### config.mk
export PLATFORM = sky130hd
export DESIGN_NAME = vid_frame_arbiter
export DESIGN_NICKNAME = d
export VERILOG_FILES = /design/src/rtl/vid_frame_arbiter.sv
export SDC_FILE = /design/constraint.sdc
export NUM_CORES = 1
export LEC_CHECK = 0
export CAP_MARGIN = 20
export CORE_MARGIN = 2
export CORE_UTILIZATION = 43
export DETAILED_ROUTE_END_ITERATION = 16
export GPL_TIMING_DRIVEN = 0
export PLACE_DENSITY = 0.86
export SYNTH_ARGS = -nofsm -noshare
export SYNTH_HDL_FRONTEND = slang
export SYNTH_SLANG_ARGS = --single-unit
### constraint.sdc
create_clock -name clock -period 1.5 [get_ports clock]
set_input_delay 0.3 -clock clock [delete_from_list [all_inputs] [get_ports clock]]
set_output_delay 0.3 -clock clock [all_outputs]
set_load 0.02 [all_outputs]
### src/rtl/vid_frame_arbiter.sv
// vid_frame_arbiter: frame-granular round-robin arbiter that lets two Avalon-ST video sources share one deinterlacer.
// Defining VID_ARB_STATS_EN adds the frames0/frames1/orphans counters.
module vid_frame_arbiter #(
  parameter int SYMBOLS_PER_BEAT = 1,
  parameter int BITS_PER_SYMBOL  = 8,
  localparam int DW = SYMBOLS_PER_BEAT * BITS_PER_SYMBOL
) (
  input  logic          clock,
  input  logic          reset,
  input  logic [DW-1:0] din0_data,
  input  logic          din0_valid,
  output logic          din0_ready,
  input  logic          din0_startofpacket,
  input  logic          din0_endofpacket,
  input  logic [DW-1:0] din1_data,
  input  logic          din1_valid,
  output logic          din1_ready,
  input  logic          din1_startofpacket,
  input  logic          din1_endofpacket,
  output logic [DW-1:0] dout_data,
  output logic          dout_valid,
  input  logic          dout_ready,
  output logic          dout_startofpacket,
  output logic          dout_endofpacket,
  output logic [1:0]    grant,
  output logic          state_dbg
`ifdef VID_ARB_STATS_EN
  ,
  output logic [15:0]   frames0,
  output logic [15:0]   frames1,
  output logic [15:0]   orphans
`endif
);

  // Handshake: a beat moves on a rising clock edge exactly when valid && ready are both high;
  // a source keeps data/sop/eop stable while valid && !ready, and ready never depends on a
  // later-cycle event.

  typedef enum logic {
    S_IDLE = 1'b0,
    S_PASS = 1'b1
  } state_t;

  state_t state_q, state_d;

  logic          rr_last_q;
  logic          owner_q;
  logic          frame_done_q;
  logic [1:0]    grant_q;
  logic [3:0]    type_q;

  logic          skid_valid_q;
  logic [DW-1:0] skid_data_q;
  logic          skid_sop_q;
  logic          skid_eop_q;

  logic          out_valid_q;
  logic [DW-1:0] out_data_q;
  logic          out_sop_q;
  logic          out_eop_q;

  logic [DW-1:0] in_data;
  logic          in_valid;
  logic          in_sop;
  logic          in_eop;

  logic [1:0]    cand;
  logic          any_cand;
  logic          pick;
  logic          out_free;
  logic          pass_ready;
  logic          accept;
  logic [3:0]    eff_type;
  logic          video_eop;
  logic          drain_done;

  always_comb begin
    in_data  = owner_q ? din1_data          : din0_data;
    in_valid = owner_q ? din1_valid         : din0_valid;
    in_sop   = owner_q ? din1_startofpacket : din0_startofpacket;
    in_eop   = owner_q ? din1_endofpacket   : din0_endofpacket;
  end

  // On a tie the port that did not own the previous frame wins.
  assign cand     = {din1_valid & din1_startofpacket, din0_valid & din0_startofpacket};
  assign any_cand = |cand;
  assign pick     = (cand == 2'b11) ? ~rr_last_q : cand[1];

  assign out_free   = !out_valid_q || dout_ready;
  assign pass_ready = (state_q == S_PASS) && !skid_valid_q && !frame_done_q;
  assign accept     = pass_ready && in_valid;
  assign eff_type   = in_sop ? in_data[3:0] : type_q;
  assign video_eop  = accept && in_eop && (eff_type == 4'h0);
  assign drain_done = frame_done_q && !skid_valid_q && out_free;

  always_ff @(posedge clock) begin
    if (reset) begin
      state_q <= S_IDLE;
    end else begin
      state_q <= state_d;
    end
  end

  always_comb begin
    state_d = state_q;
    case (state_q)
      S_IDLE: if (any_cand) state_d = S_PASS;
      S_PASS: if (drain_done) state_d = S_IDLE;
      default: state_d = S_IDLE;
    endcase
  end

  // Idle ports swallow beats that do not open a packet; only the owner is ever ready in PASS.
  always_comb begin
    din0_ready = 1'b0;
    din1_ready = 1'b0;
    case (state_q)
      S_IDLE: begin
        din0_ready = din0_valid & ~din0_startofpacket;
        din1_ready = din1_valid & ~din1_startofpacket;
      end
      S_PASS: begin
        if (owner_q) din1_ready = pass_ready;
        else         din0_ready = pass_ready;
      end
      default: begin
        din0_ready = 1'b0;
        din1_ready = 1'b0;
      end
    endcase
  end

  always_ff @(posedge clock) begin
    if (reset) begin
      rr_last_q    <= 1'b1;
      owner_q      <= 1'b0;
      frame_done_q <= 1'b0;
      grant_q      <= 2'b00;
      type_q       <= 4'h0;
      skid_valid_q <= 1'b0;
      skid_data_q  <= '0;
      skid_sop_q   <= 1'b0;
      skid_eop_q   <= 1'b0;
      out_valid_q  <= 1'b0;
      out_data_q   <= '0;
      out_sop_q    <= 1'b0;
      out_eop_q    <= 1'b0;
    end else begin
      if (state_q == S_IDLE && any_cand) begin
        grant_q      <= pick ? 2'b10 : 2'b01;
        owner_q      <= pick;
        frame_done_q <= 1'b0;
      end
      if (video_eop) begin
        grant_q      <= 2'b00;
        rr_last_q    <= owner_q;
        frame_done_q <= 1'b1;
      end
      if (accept && in_sop) type_q <= in_data[3:0];

      // The skid always drains ahead of new input, which keeps beat order intact.
      if (out_free) begin
        if (skid_valid_q) begin
          out_valid_q  <= 1'b1;
          out_data_q   <= skid_data_q;
          out_sop_q    <= skid_sop_q;
          out_eop_q    <= skid_eop_q;
          skid_valid_q <= 1'b0;
        end else if (accept) begin
          out_valid_q <= 1'b1;
          out_data_q  <= in_data;
          out_sop_q   <= in_sop;
          out_eop_q   <= in_eop;
        end else begin
          out_valid_q <= 1'b0;
        end
      end else if (accept) begin
        skid_valid_q <= 1'b1;
        skid_data_q  <= in_data;
        skid_sop_q   <= in_sop;
        skid_eop_q   <= in_eop;
      end
    end
  end

  assign dout_valid         = out_valid_q;
  assign dout_data          = out_data_q;
  assign dout_startofpacket = out_sop_q;
  assign dout_endofpacket   = out_eop_q;
  assign grant              = grant_q;
  assign state_dbg          = (state_q == S_PASS);

`ifdef VID_ARB_STATS_EN
  logic [1:0]  orphan_inc;
  logic [16:0] orphan_sum;

  assign orphan_inc = {1'b0, (state_q == S_IDLE) & din0_valid & din0_ready}
                    + {1'b0, (state_q == S_IDLE) & din1_valid & din1_ready};
  assign orphan_sum = {1'b0, orphans} + {15'd0, orphan_inc};

  always_ff @(posedge clock) begin
    if (reset) begin
      frames0 <= 16'd0;
      frames1 <= 16'd0;
      orphans <= 16'd0;
    end else begin
      if (video_eop && !owner_q && frames0 != 16'hFFFF) frames0 <= frames0 + 16'd1;
      if (video_eop &&  owner_q && frames1 != 16'hFFFF) frames1 <= frames1 + 16'd1;
      orphans <= orphan_sum[16] ? 16'hFFFF : orphan_sum[15:0];
    end
  end
`endif

endmodule
==> reports/qor.yml, run 1 <==
floorplanning:
  core.rowCount: 22
  io_pins: 41
  core_area_um2: 3610
  start_util: 0.442
  fp.dieW_um: 64.9
  die_area_um2: 4210
  die_y_um: 64.9
yosys:
  synth_seq_cells: 32
  synth_compound_area_frac: 0.270
  synth_top_cell_by_area: "dfxtp_1"
  synth_fa_ha_area_frac: 0
  synth_cells: 184
  ys_async_sr_fraction: 0
  yosysSeqAreaShare: 0.402
  ys.flop_type: "dfxtp_1"
  syn_nets: 209
  ys_types: 34
  synth_top_family_by_area: "compound AO/OA/AOI/OAI gates"
  synth-edff-count: 0
  synth.area.top_cells: "dfxtp_1 (40%), a211oi_2 (7.8%), mux2i_1 (7.5%)"
  netlist_top_cells_count: "dfxtp_1 (32), o21ai_0 (22), nand2_1 (17), nor2_1 (17), a21oi_1 (15)"
  synth_area_um2: 1600
  synthXorXnorAreaFrac: 0
  syn_avg_cell_area_um2: 8.67
  synth_most_common_cell: "dfxtp_1"
  ys_warn_count: 0
  synthSimpleGateAreaFrac: 0.183
  synth.top_cell.area_share: 0.402
  synthMuxAreaShare: 0.0965
clock_tree:
  cts_inserted_buffers: 5
  cts.path.max_buffers: 2
  cts_max_level: 2
  cts_tree: "done"
  cts_sinks: 32
  cts-root-buf: "clkbuf_8"
  clk_latency_ns: 0.30
  clkTransAtPathRegs_ns: 0.08
sta:
  tightest_slew_ns: 0.699
  fmax_ghz: 0.608
  relSlewSlack: 0.534
  slew_violations: 0
  hold_viol_final: 0
  rsz0062_at_grt: "true"
  period_needed_ns: 1.64
  setup_violations: 25
  finalCritPeriodShare: 1.10
  whs_ns: 0.356
  setup_ws_ns: -0.145
  skew_ns: 0.00865
detailed_routing:
  vias_per_cell: 6.06
  drt_iter0_drc: 211
  wl_per_cell_um: 19.5
  vias: 1783
  post-route-drc-count: 0
  drt-total-wl_mm: 5.75
  antenna_left: 0
  dr.pass1.iters: 5
critical_path:
  r2r_cells: 7
  r2r_slack_ns: -0.14
  start_kind: "register"
  cp_data_required_time_ns: 1.71
  cp_data_arrival_time_ns: 1.86
  crit_type: "reg -> reg"
  crit_path_end_kind: "register"
  worstReg2RegEnd: "dout_data[5]"
  reg2reg_from: "owner_q"
  startpoint: "owner_q"
  crit_fanout: 7
placement:
  port_buffers: 39
  dp.cells: 271
  gp_congestion: 0.839
  place_area_um2: 2050
  post-dp-hpwl_mm: 2.75
run_status:
  violations: "negative setup slack"
  status: "complete, but fails checks"
global_routing:
  grt_pass1_wl_mm: 7.23
  antenna_found_initial: 0
  overflow: 0
  grt_pass1_vias: 1503
  grt_max_degree: 12
  track_usage: 0.225
final_layout:
  nets: 270
  fin_cells: 294
  utilization: 0.704
  n_fill_cell: 250
  final_area_um2: 2540
  diodes: 0
  syn2layout_area_growth_pct: 59.1
  drive_gt1_frac: 0.341
run:
  maxCapViolations: 0
pwr:
  p_leak_uw: 0.000934
  finalPower_uw: 2300
  powerDensity_nw_per_um2: 906
  ir_drop_mv: 0.600
hold_path:
  holdPathEnd: "grant[1]"
  hold_path_depth: 2
  hp-start: "reset"
  min_path_type: "in -> reg"
==> sequential cells by signal (all words and copies together), names as in the netlist <==
signal and flops:
dout_data 8, dout_endofpacket 1, dout_startofpacket 1, dout_valid 1, frame_done_q 1, grant 2, owner_q 1, rr_last_q 1
skid_data_q 8, skid_eop_q 1, skid_sop_q 1, skid_valid_q 1, state_dbg 1, type_q 4
==> cell usage in the layout, fill, tap and decap left out, types with 2 or more instances in the layout <==
cell / netlist / final
dfxtp_1: 32 / 29
clkdlybuf4s50_1: 0 / 19
nand2_1: 17 / 17
dlygate4sd2_1: 0 / 17
a211oi_2: 10 / 15
a21oi_1: 15 / 15
o21ai_0: 22 / 15
buf_4: 2 / 15
nor2_1: 17 / 11
nand3_1: 11 / 11
mux2i_4: 0 / 7
buf_6: 1 / 6
clkbuf_1: 8 / 6
o21ai_1: 0 / 5
nor2_2: 0 / 5
clkbuf_8: 0 / 5
mux2i_2: 0 / 4
nor3_4: 1 / 3
buf_12: 0 / 2
a31o_2: 2 / 2
nand2b_1: 2 / 2
clkbuf_2: 0 / 2
mux2_4: 0 / 2
o21ai_2: 0 / 2
nor3_1: 3 / 2
dfxtp_4: 0 / 2
==> repair_timing <==
action                                  CTS  global route
endpoints found under the setup margin   44            29
pin swaps                                 2            22
setup buffers                             6             8
gates resized for setup                  63            44
hold buffers                              0             0
gates cloned                              1             1
==> worst max-delay path by stage <==
stage	to	cells after the start
2_1_floorplan	skid_data_q[3]	4
3_3_place_gp	din1_ready	4
3_5_place_dp	din1_ready	4
4_1_cts	din0_ready	5
5_1_grt	type_q[3]	4
6_report	dout_data[5]	7
==> layout make-up <==
cell class | count | area, um^2 | share of cell area
buffer | 14 | 121 | 0.0478
sequential | 32 | 649 | 0.256
inverter | 1 | 3.75 | 0.00148
multi-input combinational | 136 | 1090 | 0.431
clock inverter | 3 | 42.5 | 0.0168
tap | 48 | 60.1 | 0.0237
clock buffer | 5 | 68.8 | 0.0271
timing repair buffer | 55 | 498 | 0.196
==> logic make-up (layout without fill, tap and decap cells) <==
group,count (synthesis),count (layout)
flip-flops,32,32
multiplexers,15,15
buffers and inverters,16,78
AND/OR/NAND/NOR,59,59
AO/OA/AOI/OAI,62,62
==> metal layers <==
layer  track usage  part of all wire  vias up
li1              -                 -      797
met1         0.304              0.40      848
met2         0.345              0.48       99
met3        0.0365             0.067       39
met4         0.114             0.058        0
met5             0                 0        -
==> power breakdown <==
part           switching (uW)  internal, uW  leakage, uW
sequential               23.5           882     0.000261
combinational             283           248     0.000618
clock                     371           491    0.0000541
total                     677          1620     0.000934
==> metrics by stage <==
step	worst slack, ns	TNS [ns]
global placement	-0.516	-10.65
CTS	-0.0719	-0.135
finish	-0.145	-1.53
floorplan	0.000307	0
detailed placement	-0.535	-11.16
global route	-0.219	-2.97
==> worst max-delay path, cell delays in order (launching register included) <==
cell	delay, ns
dfxtp_2	0.34
buf_12	0.15
buf_12	0.13
buf_4	0.18
mux2i_4	0.20
o21ai_0	0.17
nand3_1	0.13
a21oi_1	0.25
No activity file was read; power rests on OpenSTA's default activity.
==> inputs of run 2 (changes only) <==
Settings changed: GPL_TIMING_DRIVEN 0 to not set.
==> reports/qor.yml, run 2 (synthesized netlist as in run 1, its figures left out) <==
clock_tree:
  cts_max_level: 2  # unchanged
  hold_buffers: 0  # unchanged
  clk_latency_ns: 0.29  # about the same
  cts_inserted_buffers: 5  # unchanged
  cts-root-buf: "clkbuf_8"
  cts_tree: "done"
  cts_sinks: 32  # unchanged
  clkTransAtPathRegs_ns: 0.07  # about the same
  cts.path.max_buffers: 2  # unchanged
sta:
  skew_ns: 0.00495  # -0.00370 ns
  rsz0062_at_grt: "true"
  period_needed_ns: 1.70  # +0.0599 ns
  finalCritPeriodShare: 1.14  # +0.0400
  setup_violations: 22  # -12%
  relSlewSlack: 0.673  # +0.139
  hold_viol_final: 0  # unchanged
  fmax_ghz: 0.587  # -3.5%
  tightest_slew_ns: 0.488  # -0.211 ns
  slew_violations: 0  # unchanged
  whs_ns: 0.477  # +0.121 ns
  setup_ws_ns: -0.205  # -0.0599 ns
detailed_routing:
  antenna_left: 0  # unchanged
  dr.pass1.iters: 5  # unchanged
  post-route-drc-count: 0  # unchanged
  wl_per_cell_um: 21.2  # +8.4%
  drt-total-wl_mm: 6.55  # +14%
  vias: 1902  # +6.7%
  drt_iter0_drc: 229  # +8.5%
  vias_per_cell: 6.16  # +1.5%
final_layout:
  final_cell_mix: "dfxtp_1 (29), buf_4 (24), clkdlybuf4s50_1 (20), nand2_1 (17), dlygate4sd2_1 (17)"
  mostFrequentLayoutCell: "dfxtp_1"
  final_area_um2: 2800  # +10%
  syn2layout_area_growth_pct: 75.7
  drive_gt1_frac: 0.448  # +0.107
  nets: 285  # +5.6%
  diodes: 0  # unchanged
critical_path:
  cp_data_required_time_ns: 1.71  # about the same
  start_kind: "register"
  cp_data_arrival_time_ns: 1.91  # +0.05 ns
  crit_type: "reg -> reg"
  crit_fanout: 5  # -2
  crit_path_end_kind: "register"
global_routing:
  antenna_found_initial: 0  # unchanged
  grt_pass1_vias: 1827  # +22%
  grt_max_degree: 34  # +22
  grt_pass1_wl_mm: 9.38  # +30%
  overflow: 0  # unchanged
  track_usage: 0.298  # +0.0729
run_status:
  status: "complete, but fails checks"
  violations: "negative setup slack"
floorplanning:
  die_area_um2: 4210  # unchanged
  fp.dieW_um: 64.9  # unchanged
  core_area_um2: 3610  # unchanged
  die_y_um: 64.9  # unchanged
  start_util: 0.442  # unchanged
  io_pins: 41  # unchanged
  core.rowCount: 22  # unchanged
pwr:
  ir_drop_mv: 1.06  # +78%
  powerDensity_nw_per_um2: 850  # -6.2%
  p_leak_uw: 0.00105  # +12%
placement:
  dp_slack_ns: -0.466  # +0.0695 ns
  gp_congestion: 0.809  # -3.6%
  post-dp-hpwl_mm: 2.98  # +8.5%
  port_buffers: 40  # +2.6%
  place_area_um2: 2210  # +8.0%
hold_path:
  min_path_type: "reg -> reg"
run:
  maxCapViolations: 0  # unchanged
-- run 2: cell types whose count changed in the layout (fill, tap and decap cells not counted), sizes merged --
| cell | before | now |
|---|---|---|
| buf | 24 | 45 |
| clkbuf | 13 | 7 |
| clkdlybuf4s15 | 0 | 1 |
| clkdlybuf4s50 | 19 | 20 |
| clkinvlp | 1 | 0 |
| dlymetal6s2s | 1 | 0 |
-- run 2: where the power goes --
part	internal, uW	switching, uW
Clock	493	355
Combinational	308	310
Sequential	883	30.5
-- run 2: worst max-delay path: stages (launching register included) --
cell and delay [ns]:
dfxtp_2 0.35, buf_6 0.12, or3b_4 0.42, nor3_4 0.30, buf_6 0.18, nor2_1 0.06
a211oi_2 0.18
-- run 2: path summary, 6_finish.rpt --
check	slack, ns	startpoint	cells after the start	to
worst max-delay path	-0.20	frame_done_q	6	skid_data_q[7]
worst min-delay path	0.48	dout_data[0]	2	dout_data[0]
worst max register to register	-0.20	frame_done_q	6	skid_data_q[7]
worst min register to register	0.48	dout_data[0]	2	dout_data[0]
-- run 2: repair_timing --
action | CTS | global route
cloned | 4 | 0
resized for setup | 68 | 59
pin swaps | 12 | 20
endpoints found under the setup margin | 44 | 30
setup buffers | 14 | 3
-- run 2: stage by stage --
stage / power (uW) / util / TNS [ns] / cells
finish: 2380 / 0.777 / -2.60 / 309
global route: 2430 / 0.777 / -3.39 / 309
CTS: 2220 / 0.727 / -0.684 / 309
detailed placement: 1370 / 0.612 / -10.54 / 284
global placement: 1360 / 0.612 / -9.54 / 284
floorplan: 1140 / - / 0 / 184
-- run 2: area by class of cell --
| class | instances | area (um^2) |
|---|---|---|
| multi-input combinational | 136 | 1160 |
| timing repair buffer | 84 | 825 |
| fill | 209 | 803 |
| sequential | 32 | 647 |
| clock buffer | 6 | 72.6 |
| tap | 48 | 60.1 |
| clock inverter | 2 | 35.0 |
| inverter | 1 | 3.75 |
-- run 2: metal layers --
| metal | track usage | wire length [um] | up-vias |
|---|---|---|---|
| li1 | - | - | 824 |
| met1 | 0.373 | 2740 | 932 |
| met2 | 0.482 | 3130 | 118 |
| met3 | 0.0712 | 456 | 28 |
| met4 | 0.136 | 214 | 0 |
| met5 | 0 | 0 | - |
==> inputs of run 3 (changes only) <==
Settings changed: CTS_CLUSTER_SIZE set to 40.
==> results of run 3 <==
Final layout, timing and power as in run 2 (identical DEF).
